`config.mk`:
```
export PLATFORM = sky130hd
export DESIGN_NAME = ldd_pulse_mon
export DESIGN_NICKNAME = d
export VERILOG_FILES = /design/src/rtl/ldd_pulse_mon.sv
export SDC_FILE = /design/constraint.sdc
export NUM_CORES = 1
export LEC_CHECK = 0
export CORE_MARGIN = 2
export CORE_UTILIZATION = 25
export CTS_BUF_LIST = sky130_fd_sc_hd__clkbuf_8
export DETAILED_ROUTE_END_ITERATION = 8
export PLACE_DENSITY = 0.43
export SYNTH_ARGS = -nofsm -noshare
export SYNTH_HDL_FRONTEND = slang
export SYNTH_SLANG_ARGS = --single-unit
export TNS_END_PERCENT = 50
```
`constraint.sdc`:
```
create_clock -name clk200 -period 4.2 [get_ports clk200]
set_clock_uncertainty 0.15 [all_clocks]
set_input_delay 0.42 -clock clk200 [delete_from_list [all_inputs] [get_ports clk200]]
set_output_delay 0.42 -clock clk200 [all_outputs]
set_load 0.05 [all_outputs]
```
`src/rtl/ldd_pulse_mon.sv`:
```
// ldd_pulse_mon
// Loop-back monitor for the LDD0 driver pad lines. During a measurement
// window it counts WP pulses on the enabled channels, tracks the widest WP
// high time, flags WP/WN shoot-through and compares the final count with
// the commanded count.
//
// Ports
//   clk200     200 MHz sampling clock
//   rst        asynchronous reset, active low
//   mon_wdis   channel enable mask, latched at mon_start
//   mon_plus   expected pulse count, latched at mon_start
//   mon_start  one-cycle window request (honoured in IDLE/DONE)
//   mon_abort  return to IDLE and clear results
//   LDD0_WP    driver positive pad lines (asynchronous)
//   LDD0_WN    driver negative pad lines (asynchronous)
//   mon_rdy    high in IDLE and DONE
//   mon_done   one-cycle pulse on DONE entry
//   mon_cnt    pulses counted in the window
//   mon_wmax   widest WP high time, clk200 cycles
//   mon_seen   channels that produced at least one pulse
//   mon_err    result invalid (count mismatch, shoot-through or timeout)
//   mon_ovl    shoot-through seen
//   mon_tmo    window ended by timeout with no pulse
//
// state  | meaning
// -------+-----------------------------------------------------------
// IDLE   | no window; waiting for mon_start
// ARM    | window open, no pulse yet; gap timer running
// RUN    | at least one pulse seen; each pulse reloads the gap timer
// DONE   | results frozen until the next mon_start
module ldd_pulse_mon #(
    parameter int TOP0_0  = 3,
    parameter int LDD0_0  = 32,
    parameter int WID_W   = 16,
    parameter int TMO_CYC = 20000
) (
    input  logic              clk200,
    input  logic              rst,
    input  logic [TOP0_0-1:0] mon_wdis,
    input  logic [LDD0_0-1:0] mon_plus,
    input  logic              mon_start,
    input  logic              mon_abort,
    input  logic [TOP0_0-1:0] LDD0_WP,
    input  logic [TOP0_0-1:0] LDD0_WN,
    output logic              mon_rdy,
    output logic              mon_done,
    output logic [LDD0_0-1:0] mon_cnt,
    output logic [WID_W-1:0]  mon_wmax,
    output logic [TOP0_0-1:0] mon_seen,
    output logic              mon_err,
    output logic              mon_ovl,
    output logic              mon_tmo
);

    localparam int               TMR_W    = $clog2(TMO_CYC + 1);
    localparam logic [TMR_W-1:0] TMR_LOAD = TMR_W'(TMO_CYC);
    localparam logic [TMR_W-1:0] TMR_ONE  = TMR_W'(1);

    typedef enum logic [1:0] {
        S_IDLE = 2'd0,
        S_ARM  = 2'd1,
        S_RUN  = 2'd2,
        S_DONE = 2'd3
    } state_t;

    state_t state, state_nxt;

    logic [TOP0_0-1:0] wp_s1, wp_s2, wp_d;
    logic [TOP0_0-1:0] wn_s1, wn_s2;

    logic [TOP0_0-1:0] mask_q;
    logic [LDD0_0-1:0] exp_q;
    logic [LDD0_0-1:0] cnt_q;
    logic [WID_W-1:0]  wmax_q;
    logic [WID_W-1:0]  wcnt_q;
    logic [TOP0_0-1:0] seen_q;
    logic [TMR_W-1:0]  tmr_q;
    logic              err_q, ovl_q, tmo_q, done_q;

    logic              active;
    logic [TOP0_0-1:0] wp_rise;
    logic              pulse_ev;
    logic              wp_hi, wp_hi_d, wp_fall;
    logic              st_hit;
    logic              tmr_tc;
    logic              start_ok;
    logic              done_entry;

    // Two-flop synchronizers plus one edge-detect stage on WP.
    always_ff @(posedge clk200 or negedge rst) begin
        if (!rst) begin
            wp_s1 <= '0;
            wp_s2 <= '0;
            wp_d  <= '0;
            wn_s1 <= '0;
            wn_s2 <= '0;
        end else begin
            wp_s1 <= LDD0_WP;
            wp_s2 <= wp_s1;
            wp_d  <= wp_s2;
            wn_s1 <= LDD0_WN;
            wn_s2 <= wn_s1;
        end
    end

    assign active   = (state == S_ARM) || (state == S_RUN);
    assign wp_rise  = wp_s2 & ~wp_d & mask_q;
    // Coincident rises on several channels are one pulse.
    assign pulse_ev = active && (|wp_rise);
    // Width is measured on the OR of all enabled channels.
    assign wp_hi    = |(wp_s2 & mask_q);
    assign wp_hi_d  = |(wp_d & mask_q);
    assign wp_fall  = wp_hi_d && !wp_hi;
    assign st_hit   = active && (|(wp_s2 & wn_s2 & mask_q));
    // Terminal count one early so DONE lands exactly TMO_CYC cycles after a load.
    assign tmr_tc   = active && (tmr_q == TMR_ONE);
    assign start_ok = mon_start && !mon_abort &&
                      ((state == S_IDLE) || (state == S_DONE));

    // State register
    always_ff @(posedge clk200 or negedge rst) begin
        if (!rst) begin
            state <= S_IDLE;
        end else begin
            state <= state_nxt;
        end
    end

    // Next-state logic
    always_comb begin
        state_nxt = state;
        case (state)
            S_IDLE: if (mon_start) state_nxt = S_ARM;
            S_ARM: begin
                if (pulse_ev)    state_nxt = S_RUN;
                else if (tmr_tc) state_nxt = S_DONE;
            end
            // A pulse on the terminal cycle reloads the timer and keeps RUN.
            S_RUN:  if (tmr_tc && !pulse_ev) state_nxt = S_DONE;
            S_DONE: if (mon_start) state_nxt = S_ARM;
            default: state_nxt = S_IDLE;
        endcase
        if (mon_abort) state_nxt = S_IDLE;
    end

    assign done_entry = (state_nxt == S_DONE) && (state != S_DONE);

    // Window datapath
    always_ff @(posedge clk200 or negedge rst) begin
        if (!rst) begin
            mask_q <= '0;
            exp_q  <= '0;
            cnt_q  <= '0;
            wmax_q <= '0;
            wcnt_q <= '0;
            seen_q <= '0;
            tmr_q  <= '0;
            err_q  <= 1'b0;
            ovl_q  <= 1'b0;
            tmo_q  <= 1'b0;
            done_q <= 1'b0;
        end else begin
            done_q <= done_entry;
            if (mon_abort) begin
                cnt_q  <= '0;
                wmax_q <= '0;
                wcnt_q <= '0;
                seen_q <= '0;
                tmr_q  <= '0;
                err_q  <= 1'b0;
                ovl_q  <= 1'b0;
                tmo_q  <= 1'b0;
            end else if (start_ok) begin
                mask_q <= mon_wdis;
                exp_q  <= mon_plus;
                cnt_q  <= '0;
                wmax_q <= '0;
                wcnt_q <= '0;
                seen_q <= '0;
                tmr_q  <= TMR_LOAD;
                err_q  <= 1'b0;
                ovl_q  <= 1'b0;
                tmo_q  <= 1'b0;
            end else if (active) begin
                if (pulse_ev) begin
                    tmr_q <= TMR_LOAD;
                    if (cnt_q != '1) cnt_q <= cnt_q + LDD0_0'(1);
                end else if (tmr_q != '0) begin
                    tmr_q <= tmr_q - TMR_ONE;
                end
                seen_q <= seen_q | wp_rise;
                if (st_hit) ovl_q <= 1'b1;
                if (wp_hi) begin
                    if (wcnt_q != '1) wcnt_q <= wcnt_q + WID_W'(1);
                end else begin
                    wcnt_q <= '0;
                end
                if (wp_fall && (wcnt_q > wmax_q)) wmax_q <= wcnt_q;
                if (done_entry) begin
                    tmo_q <= (state == S_ARM);
                    err_q <= (cnt_q != exp_q) || ovl_q || st_hit || (state == S_ARM);
                end
            end
        end
    end

    // Outputs
    always_comb begin
        mon_rdy  = (state == S_IDLE) || (state == S_DONE);
        mon_done = done_q;
        mon_cnt  = cnt_q;
        mon_wmax = wmax_q;
        mon_seen = seen_q;
        mon_err  = err_q;
        mon_ovl  = ovl_q;
        mon_tmo  = tmo_q;
    end

endmodule
```
Yosys cells after proc, flatten, opt, wreduce, memory -nomap -nowiden
Cells that the tools add are included.
W data, S select, Z words.

cells by class
  add/subtract/negate cells = 3
  $lt $le $gt $ge = 1
  equality and inequality tests = 10
  multiplexer cells = 40
  bitwise operators = 9
  reduce and logical (&&, ||, !) cells = 38

operator list
  operator                 number
  $mux W32                 5
  $mux W16                 9
  $mux W15                 5
  $add A32 B1 Y32 const B  1
  $ne A32 B32 Y1           1
  $ne A32 B32 Y1 const B   1
  $and A3 B3 Y3            6
  $reduce_bool A3 Y1       6
  $add A16 B1 Y16 const B  1
  $gt A16 B16 Y1           1
  $ne A16 B16 Y1 const B   1
  $eq A15 B1 Y1 const B    1
  $reduce_bool A15 Y1      1
  $sub A15 B1 Y15 const B  1
  $mux W1                  12
  $reduce_and A2 Y1        6
  $reduce_or A3 Y1         4
  $mux W2                  5
  $logic_and A1 B1 Y1      9
  $mux W3                  3
  $eq A2 B2 Y1 const B     3
  $pmux W2 S3              1
  $logic_or A1 B1 Y1       5
  $ne A4 B2 Y1 const B     1
  10 further kinds         12

storage, ports and cells
  bits in registers = 138

Logic depth before layout (Yosys ltp)
Gate-level depths: netlist of the first run.

  depth in word-level cells = 16
  gate-level depth with buffers = 10

Worst setup path after synthesis of the first run
Ideal clock, no wire load.

  path kind = flip-flop to flip-flop
  from = register state[0]
  to = register tmr_q[5]
  library setup time = 0.121 ns
  arrival = 2.665 ns
  setup slack = 1.264 ns
  stages on the path, launching flop included = 10
  buffers on the path = 2
  clock period less this slack = 2.936 ns
  cells stage by stage = dfrtp_1 inv_1 ha_1 and4bb_2 or4_1 clkbuf_1 buf_2 a21oi_4 a21oi_1 o22a_1

between the ends
  elaborated cells between the ends (all ways) = 15
  those cells by class = eq/ne (3); mux (4); reduce/logical (8)

RTL lines
  element                                                         line  RTL
  from (decl)                                                     66    state_t state, state_nxt;
  from (signal assigned)                                          125   state <= state_nxt;
  $eq A2 B2 Y1 or $logic_not A2 Y1 (tied branches)                -
  $logic_or A1 B1 Y1 (*)                                          -
  named net mon_rdy                                               45    output logic mon_rdy,
  $logic_and A1 B1 Y1 (*)                                         117   assign start_ok = mon_start && !mon_abort &&
  $reduce_bool A4 Y1 (no source line) (tied with other cells)     -
  $reduce_and A2 Y1 (no source line) or $mux W15 (tied branches)  -
  to (signal assigned)                                            189   tmr_q <= tmr_q - TMR_ONE;
  to (decl)                                                       77    logic [TMR_W-1:0] tmr_q;

Mark *: on every way through the listed nets, which the timed path passes. The rest lies on a longest branch. The select of a mux whose other input is x is not followed.
A chain may end at the register's enable or synchronous reset.

Worst setup path in the final report of the first run
  from = register state[0]
  to = register cnt_q[30] (netlist: mon_cnt[30])

between the ends
  cells in the longest elaborated chain, start to end = 5
  elaborated cells between the ends (all ways) = 14
  those cells by class = eq/ne (3); mux (2); reduce/logical (9)

ends and longest elaborated chain
  element                                                          line      RTL
  $eq A2 B2 Y1 (tied with other cells)                             118       ((state == S_IDLE) || (state == S_DONE));
  $logic_or A1 B1 Y1, on equally long branches                     118, 106
  $logic_and A1 B1 Y1, on equally long branches                    117, 109
  $reduce_bool A3 Y1 (no source line) or $mux W32 (tied branches)  -
  $reduce_and A3 Y1 (no source line) or $mux W32 (tied branches)   -
  to (signal assigned)                                             187       if (cnt_q != '1) cnt_q <= cnt_q + LDD0_0'(1);
  to (decl)                                                        73        logic [LDD0_0-1:0] cnt_q;

Several ways; a longest one is shown, not always the timed one.

==> results of run 1 <==
-- report_power, final --
part | leakage, nW | internal [mW] | switching [mW]
Combinational | 1.53 | 0.757 | 0.924
Sequential | 1.80 | 1.60 | 0.282
Clock | 0.184 | 0.478 | 0.587
-- final timing paths --
| path | end | cells past startpoint |
|---|---|---|
| hold reg to reg | wn_s2[1]$_DFF_PN0_ | 0 |
| hold / removal | wn_s2[1]$_DFF_PN0_ | 0 |
| min in group asynchronous | mon_wmax[14]$_DFFE_PN0P_ | 2 |
| max in group asynchronous | mon_seen[2]$_DFFE_PN0P_ | 3 |
| setup / recovery | mon_cnt[30]$_DFFE_PN0P_ | 8 |
| setup reg to reg | mon_cnt[30]$_DFFE_PN0P_ | 8 |
-- state kept, by name, indices dropped and copies added (netlist names), 3 cells and up --
signal,flops
wn_s1,3
mon_wmax,16
tmr_q,15
wn_s2,3
exp_q,32
wcnt_q,16
wp_s1,3
mask_q,3
mon_seen,3
wp_d,3
mon_cnt,32
wp_s2,3
-- Yosys cell counts (20+ instances only) --
cell type / instances / area [µm²]
ha_1: 25 / 313
nand2_1: 72 / 270
o31ai_1: 25 / 188
nor2_1: 47 / 176
inv_1: 31 / 116
xnor2_1: 36 / 315
nand4_1: 26 / 163
o21ai_0: 25 / 125
nand3_1: 25 / 125
dfrtp_1: 138 / 3450
mux2_2: 36 / 405
or4_1: 20 / 150
a21oi_1: 40 / 200
-- metal layers --
metal / wire [µm] / GRT usage, %
met5: 0 / 0
met4: 323 / 4.37
met3: 927 / 3.12
met2: 9430 / 21.1
met1: 9760 / 18.9
-- area by class of cell --
class / count / share of cell area, %
Sequential cell: 138 / 37.3
Clock buffer: 17 / 2.53
Timing Repair Buffer: 115 / 12.1
Multi-Input combinational cell: 532 / 40.1
Inverter: 31 / 1.26
Tap cell: 390 / 5.27
Clock inverter: 15 / 1.53
-- cells by family (layout without fill, tap and decap cells) --
kind of cell / after synthesis / after routing / synth area share (%)
buf+inv: 64 / 178 / 3.89
flops: 138 / 138 / 46.4
fa+ha+maj: 25 / 25 / 4.21
xor+xnor: 47 / 47 / 5.53
compound gates: 139 / 139 / 12.3
mux: 53 / 53 / 7.74
simple gates: 268 / 268 / 19.9
-- cell usage in the layout, fill, tap and decap left out, types with 6 or more instances in the layout --
cell	count
xor2_1	11
nand4_1	26
and4_1	7
mux2_2	36
a31oi_1	7
nand2_1	72
a21oi_1	39
or3_1	12
inv_1	31
or4_1	20
nand3_1	24
buf_4	14
nor4_1	6
mux2i_1	17
and3_1	6
clkbuf_8	17
dfrtp_1	138
o21ai_0	25
nor3_1	13
ha_1	25
o31ai_1	25
xnor2_1	36
clkdlybuf4s50_1	99
nor2_1	47
-- worst max-delay path: cells and delay by family, from the launching register on --
kind / cells / cell delay, ns
and+or+nand+nor: 2 / 0.75
DFF: 1 / 0.42
buffers and inverters: 2 / 0.30
AOI/OAI and AO/OA: 3 / 1.06
adders and majority gates: 1 / 0.62
==> run_results.csv, run 1 <==
group,metric,value,unit
grt,grt_max_degree,98,
yosys,synth.avg_cell_area,10.1,µm²
yosys,yosys_warnings,0,
yosys,syn_area,0.00744,mm²
cells_and_area,diodes,0,
routing,drc,0,
min_path,hold_path.class,"reg -> reg",
sta,tightest_slew,0.986,ns
grt,grt_pass1_vias,5869,
cells_and_area,fin_util,31.4,%
pwr,p_per_area,499,mW/mm²
placed_design,io_buffers,100,
clock_network,clkTransAtPathRegs,0.09,ns
pwr,vdd_drop_max,0.000163,V
clock_network,post_cts_resize_count,0,
sta,finalSetupTns,0,ns
die,ios,101,
clock_network,cts_max_path_buffers,2,
sta,hold_slack,0.201,ns
worst_setup_path,crit_top_cell,"or4_1",
pwr,p_total,4.63,mW
worst_setup_path,crit_start,"state[0]$_DFF_PN0_",
cells_and_area,multi_input_area,0.00371,mm²
routing,drtIter0Drc,416,
routing,vias,5964,
die,die_y,176,µm
sta,max-slew-margin-rel,34.3,%
grt,antenna_found_initial,0,
die,dieArea,0.0311,mm²
clock_network,clkLatencyLatePin,0.45,ns
placed_design,placed_cell_area,0.00888,mm²
min_path,min-delay-start,"wn_s1[1]$_DFF_PN0_",
grt,overflow,0,
worst_setup_path,rrSetupSlack,0.83,ns
placed_design,post-dp-hpwl,14.7,mm
yosys,syn_nets,804,
cells_and_area,final_nets,905,
die,die-width,176,µm
cells_and_area,drive_above_1_share,12.6,%
sta,setup_ws,0.831,ns
routing,first_pass_iters,5,
clock_network,cts_setup_buffers,0,
clock_network,cts_buffers,17,
routing,totalWireLength,20.4,mm
yosys,synth-main-ff-cell,"dfrtp_1",
grt,track_usage,13.7,%
sta,hold_viol_final,0,
routing,via_per_inst,4.82,
clock_network,cts_sinks,138,
placed_design,placedCellCount,1205,
die,core_area,0.0295,mm²
worst_setup_path,crit_required,4.43,ns
sta,setup_viol,0,
yosys,synth_sequential_area_ratio,46.4,%
yosys,synth_enable_flop_cells,0,
pwr,leakagePower,3.51,nW
die,num_rows,63,
sta,finalCritPeriodShare,80.2,%
routing,ant_nets,0,
run_status,outcome,"complete, no violations",
worst_setup_path,path_class,"reg -> reg",
sta,drv_slew,0,
routing,routedWlPerCell,16.5,µm
worst_setup_path,cp_cell_sequence,"inv_1 > ha_1 > a21o_1 > or4_1 > buf_4 > o2111ai_1 > or4_1 > a21oi_1",
sta,rsz0062_at_grt,"no",
cells_and_area,fin_cells,1238,
cells_and_area,synthToLayoutAreaGrowth,24.6,%
clock_network,root_buffer,"clkbuf_8",
clock_network,cts_hold_buf,1,
yosys,ys_types,61,
yosys,synthArstFlopShare,100,%
worst_setup_path,cpPeakStageDelay,0.62,ns
cells_and_area,final_area,0.00927,mm²
flow_run,maxCapViolCount,0,
worst_setup_path,crit_path_max_fanout,16,
yosys,yosys_register_bits,138,
worst_setup_path,crit_arrival,3.60,ns
grt,grt_pass1_wl,33.0,mm
placed_design,pre_cts_slack,0.825,ns
placed_design,gp_congestion,0.760,
die,start_util,25.2,%
worst_setup_path,start_kind,"register",
sta,fmax,0.297,GHz
worst_setup_path,regToRegStartpoint,"state[0]$_DFF_PN0_",
worst_setup_path,endpoint_kind,"register",
cells_and_area,ff_latch_area,0.00345,mm²
sta,min_period,3.37,ns
cells_and_area,fillers,3082,
clock_network,cts_tree,"done",
worst_setup_path,crit_slowest_cell,"ha_1",
yosys,netlist_instances,734,
clock_network,htreeDepth,4,
Note: power is estimated with default switching activity, not from simulation.
==> run 2, diff against run 1 <==
==> constraint.sdc (replaced) <==
create_clock -name clk200 -period 3.45 [get_ports clk200]
set_clock_uncertainty 0.15 [all_clocks]
set_input_delay 0.345 -clock clk200 [delete_from_list [all_inputs] [get_ports clk200]]
set_output_delay 0.345 -clock clk200 [all_outputs]
set_load 0.05 [all_outputs]
==> run 2 against run 1 <==
Compared with the run above: non-clock buffer count is 4 higher; sequential share of layout area is 0.35 points lower; die area stayed put; critical path type unchanged; critical endpoint unchanged; largest cell class unchanged; largest power group unchanged; highest routed layer unchanged.
==> run_results.csv, run 2 (synthesis gave the netlist of run 1 again) <==
group,metric,value,unit
run_status,outcome,"complete, no violations",
die,num_rows,63,
sta,drv_slew,0,
die,die-width,176,µm
sta,rsz0062_at_grt,"no",
grt,antenna_found_initial,0,
cells_and_area,synthToLayoutAreaGrowth,25.8,%
worst_setup_path,path_class,"reg -> reg",
cells_and_area,mostFrequentLayoutCells,"138 x dfrtp_1, 99 x clkdlybuf4s50_1, 72 x nand2_1",
sta,min_period,3.10,ns
sta,finalSetupTns,0,ns
pwr,swShare,37.3,%
grt,grt_pass1_vias,5833,
worst_setup_path,crit_arrival,3.31,ns
sta,hold_viol_final,0,
routing,drc,0,
clock_network,cts_buffers,17,
cells_and_area,drive_above_1_share,12.9,%
pwr,leakagePower,3.56,nW
pwr,combPwrFrac,35.8,%
die,core_area,0.0295,mm²
worst_setup_path,crit_buf_inv,2,
clock_network,clkTransAtPathRegs,0.09,ns
grt,grt_max_degree,70,
cells_and_area,diodes,0,
clock_network,cts_max_path_buffers,2,
pwr,p_per_area,618,mW/mm²
grt,overflow,0,
worst_setup_path,cpLargestDelayFamily,"compound AO/OA/AOI/OAI gates",
pwr,vdd_drop_max,0.000276,V
clock_network,htreeDepth,4,
die,ios,101,
clock_network,cts_tree,"done",
sta,fmax,0.323,GHz
grt,track_usage,13.6,%
routing,totalWireLength,20.4,mm
worst_setup_path,start_kind,"register",
flow_run,maxCapViolCount,0,
pwr,power_switching,2.15,mW
sta,tightest_slew,0.773,ns
sta,setup_viol,0,
worst_setup_path,crit_path_max_fanout,16,
worst_setup_path,crit_required,3.66,ns
placed_design,gp_congestion,0.766,
routing,vias,5897,
placed_design,io_buffers,100,
die,die_y,176,µm
sta,finalCritPeriodShare,89.9,%
worst_setup_path,crit_slowest_cell,"or4_1",
die,start_util,25.2,%
die,dieArea,0.0311,mm²
routing,via_per_inst,4.75,
pwr,p_seq_share,39.6,%
pwr,p_total,5.78,mW
pwr,p_clk_share,24.6,%
sta,max-slew-margin-rel,48.4,%
routing,ant_nets,0,
clock_network,root_buffer,"clkbuf_8",
grt,grt_pass1_wl,33.1,mm
worst_setup_path,cp_cell_sequence,"inv_1 > ha_1 > a21o_1 > or4_1 > buf_4 > o2111ai_1 > or4_1 > a21oi_1",
routing,routedWlPerCell,16.4,µm
clock_network,clkLatencyLatePin,0.45,ns
min_path,hold_path.class,"in -> reg",
cells_and_area,final_nets,909,
clock_network,cts_sinks,138,
cells_and_area,layout_commonest_cell,"dfrtp_1",
routing,first_pass_iters,4,
pwr,internal_power,3.62,mW
clock_network,post_cts_resize_count,0,
worst_setup_path,crit_top_cell,"or4_1",
worst_setup_path,cpPeakStageDelay,0.54,ns
placed_design,post-dp-hpwl,14.8,mm
routing,drtIter0Drc,345,
worst_setup_path,endpoint_kind,"register",
[run 2: cell types whose count changed in the layout (fill, tap and decap cells not counted)]
cell / before / now
buf_12: 0 / 1
buf_4: 14 / 17
bufinv_16: 1 / 3
clkbuf_8: 17 / 18
clkinv_4: 4 / 6
clkinvlp_4: 3 / 1
inv_1: 31 / 32
inv_6: 5 / 1
[run 2: what timing repair did]
action                    CTS  global route
buffers inserted            0             0
hold buffers                1             0
hold endpoints to repair   67             0
[run 2: power groups by stage]
stage | Clock, mW | Combinational [mW] | Sequential (mW)
global placement | 0 | 2.09 | 2.31
floorplan | 0 | 1.48 | 2.30
CTS | 1.48 | 2.11 | 2.29
finish | 1.42 | 2.07 | 2.29
detailed placement | 0 | 2.10 | 2.32
global route | 1.55 | 2.29 | 2.35
[run 2: final cells by class]
class	instances	area (µm²)
inverters	31	116
clock inverters	14	173
well taps	390	488
multi-input cells	532	3710
clock buffers	18	248
fillers	3125	20100
flip-flops and latches	138	3450
repair buffers	119	1160
[run 2: worst register-to-register path, stage by stage (launching register included)]
cell and delay (ns):
dfrtp_1 0.42, inv_1 0.08, ha_1 0.41, a21o_1 0.36, or4_1 0.27, buf_4 0.25
o2111ai_1 0.41, or4_1 0.54, a21oi_1 0.15
[run 2: path summary, 6_finish.rpt]
path | from | endpoint | slack (ns) | cells after the start
setup / recovery | state[0]$_DFF_PN0_ | mon_cnt[30]$_DFFE_PN0P_ | 0.35 | 8
hold / removal | LDD0_WP[2] | wp_s1[2]$_DFF_PN0_ | 0.18 | 1
setup reg to reg | state[0]$_DFF_PN0_ | mon_cnt[30]$_DFFE_PN0P_ | 0.35 | 8
hold reg to reg | wp_s1[0]$_DFF_PN0_ | wp_s2[0]$_DFF_PN0_ | 0.20 | 0
max in group asynchronous | rst | state[0]$_DFF_PN0_ | 1.97 | 3
min in group asynchronous | rst | mon_wmax[14]$_DFFE_PN0P_ | 0.32 | 2
[run 2: per-layer routing]
metal  vias up  share of wire [%]  track usage (%)
li1       2904                  -                -
met2       101                 47             21.5
met5         -                  0                0
met3        11                3.9             3.17
met1      2881                 49             19.1
met4         0               0.71             2.69
[run 2: metrics by stage]
| stage | hold WS (ns) | utilization, % | cell area, µm² | instances | setup slack [ns] |
|---|---|---|---|---|---|
| after detailed placement | 0.185 | 30.3 | 8920 | 1209 | 0.270 |
| after floorplan | -0.101 | - | 7440 | 734 | 0.514 |
| after global placement | 0.186 | 30.3 | 8920 | 1209 | 0.378 |
| final | 0.185 | 31.7 | 9350 | 1242 | 0.349 |
| after global routing | 0.157 | 31.7 | 9350 | 1242 | 0.0123 |
| after CTS | 0.157 | 31.7 | 9350 | 1242 | 0.272 |
==> run 3, diff against run 2 <==
--- a/config.mk
+++ b/config.mk
@@ -5,11 +5,11 @@
 export SDC_FILE = /design/constraint.sdc
 export NUM_CORES = 1
 export LEC_CHECK = 0
-export CORE_MARGIN = 2
 export CORE_UTILIZATION = 25
 export CTS_BUF_LIST = sky130_fd_sc_hd__clkbuf_8
 export DETAILED_ROUTE_END_ITERATION = 8
 export PLACE_DENSITY = 0.43
+export SLEW_MARGIN = 20
 export SYNTH_ARGS = -nofsm -noshare
 export SYNTH_HDL_FRONTEND = slang
 export SYNTH_SLANG_ARGS = --single-unit
==> run 3 against run 2 <==
Compared with the run above: first-iteration DRC count down 14%; cell area about the same; utilization up 0.53 points; critical path type unchanged; largest cell class unchanged.
==> run_results.csv, run 3 (synthesis gave the netlist of run 1 again) <==
group,metric,value,unit
run_status,outcome,"complete, no violations",
grt,grt_use_met2,21.7,%
grt,overflow,0,
sta,finalCritPeriodShare,87.9,%
clock_network,root_buffer,"clkbuf_8",
routing,via_per_inst,4.80,
sta,hold_slack,0.191,ns
routing,drc,0,
worst_setup_path,crit_slowest_cell,"or4_1",
worst_setup_path,path_class,"reg -> reg",
clock_network,cts_tree,"done",
cells_and_area,diodes,0,
cells_and_area,drive_above_1_share,13.4,%
die,core_area,0.0290,mm²
routing,drtIter0Drc,297,
placed_design,io_buffers,100,
clock_network,clkLatencyLatePin,0.45,ns
pwr,p_seq_share,39.9,%
pwr,swShare,38.1,%
cells_and_area,final_nets,913,
clock_network,cts_max_path_buffers,2,
grt,grt_pass1_vias,5995,
pwr,internal_power,3.55,mW
sta,fmax,0.330,GHz
die,die_y,174,µm
cells_and_area,layout_commonest_cell,"dfrtp_1",
clock_network,clkTransAtPathRegs,0.09,ns
worst_setup_path,crit_path_max_fanout,23,
die,ios,101,
routing,vias,5946,
grt,grt_util_met3,3.43,%
routing,routedWlPerCell,16.5,µm
clock_network,post_cts_resize_count,0,
routing,ant_nets,0,
pwr,combPwrFrac,36.2,%
worst_setup_path,cp_cell_sequence,"inv_1 > ha_1 > a21o_1 > buf_4 > or4_1 > buf_4 > nand2_1 > or4_1 > a21oi_1",
grt,grt_pass1_wl,33.3,mm
worst_setup_path,cpPeakStageDelay,0.50,ns
clock_network,cts_sinks,138,
sta,rsz0062_at_grt,"no",
die,num_rows,62,
grt,top_usage_layer,"met2",
grt,antenna_found_initial,0,
sta,min_period,3.03,ns
grt,use_met1,19.5,%
worst_setup_path,crit_arrival,3.24,ns
clock_network,htreeDepth,4,
placed_design,post-dp-hpwl,14.9,mm
cells_and_area,mostFrequentLayoutCells,"138 x dfrtp_1, 99 x clkdlybuf4s50_1, 72 x nand2_1",
clock_network,cts_buffers,17,
placed_design,gp_congestion,0.804,
grt,grt_max_degree,74,
die,dieArea,0.0304,mm²
die,start_util,25.6,%
grt,track_usage,14.0,%
sta,finalSetupTns,0,ns
routing,first_pass_iters,5,
worst_setup_path,cpLargestDelayFamily,"simple AND/OR/NAND/NOR gates",
worst_setup_path,start_kind,"register",
sta,drv_slew,0,
pwr,p_clk_share,23.9,%
flow_run,maxCapViolCount,0,
sta,hold_viol_final,0,
pwr,p_per_area,613,mW/mm²
pwr,vdd_drop_max,0.000239,V
routing,totalWireLength,20.5,mm
cells_and_area,synthToLayoutAreaGrowth,25.8,%
sta,setup_viol,0,
pwr,leakagePower,3.57,nW
worst_setup_path,crit_required,3.66,ns
sta,tightest_slew,0.770,ns
worst_setup_path,endpoint_kind,"register",
worst_setup_path,crit_buf_inv,3,
die,die-width,174,µm
pwr,power_switching,2.18,mW
sta,max-slew-margin-rel,48.2,%
min_path,hold_path.class,"in -> reg",
run 3: layer usage:
metal  routed length [µm]  vias to the layer above
met2                 9240                      106
met4                  138                        0
met1                10100                     2913
li1                     -                     2919
met3                  959                        8
met5                    0                        -
run 3: area by class of cell:
class                      instances  area, µm²
inverter                          31        116
clock inverter                    15        170
clock buffer                      17        234
sequential                       138       3450
fill                            3013      19700
timing repair buffer             123       1190
tap                              384        480
multi-input combinational        532       3710
run 3: through the flow:
step	cell area (µm²)	instances	setup WS [ns]	power, mW	utilization, %
after global placement	8940	1207	0.465	4.42	30.8
final	9360	1240	0.416	5.74	32.3
after detailed placement	8940	1207	0.449	4.42	30.8
after floorplan	7440	734	0.514	3.78	-
after CTS	9360	1240	0.412	5.82	32.3
after global routing	9360	1240	0.159	6.13	32.3
run 3: final timing paths:
check,from,depth (start not counted),slack [ns],endpoint
max in group asynchronous,rst,3,2.01,mon_wmax[9]$_DFFE_PN0P_
setup reg to reg,state[0]$_DFF_PN0_,9,0.42,mon_cnt[18]$_DFFE_PN0P_
setup / recovery,state[0]$_DFF_PN0_,9,0.42,mon_cnt[18]$_DFFE_PN0P_
hold reg to reg,wn_s1[1]$_DFF_PN0_,0,0.21,wn_s2[1]$_DFF_PN0_
hold / removal,LDD0_WP[2],1,0.19,wp_s1[2]$_DFF_PN0_
min in group asynchronous,rst,2,0.34,mon_wmax[14]$_DFFE_PN0P_
run 3: power groups by stage:
| stage | sequential (mW) | clock, mW | combinational, mW |
|---|---|---|---|
| 6_report | 2.29 | 1.37 | 2.08 |
| 5_1_grt | 2.35 | 1.49 | 2.29 |
| 4_1_cts | 2.29 | 1.43 | 2.11 |
| 3_5_place_dp | 2.32 | 0 | 2.10 |
| 3_3_place_gp | 2.32 | 0 | 2.10 |
| 2_1_floorplan | 2.30 | 0 | 1.48 |
run 3: timing repair:
action | in CTS | in global routing
hold buffers | 1 | 0
endpoints found under the hold margin | 71 | 0
endpoints found under the setup margin | 0 | 0
buffers inserted | 0 | 0
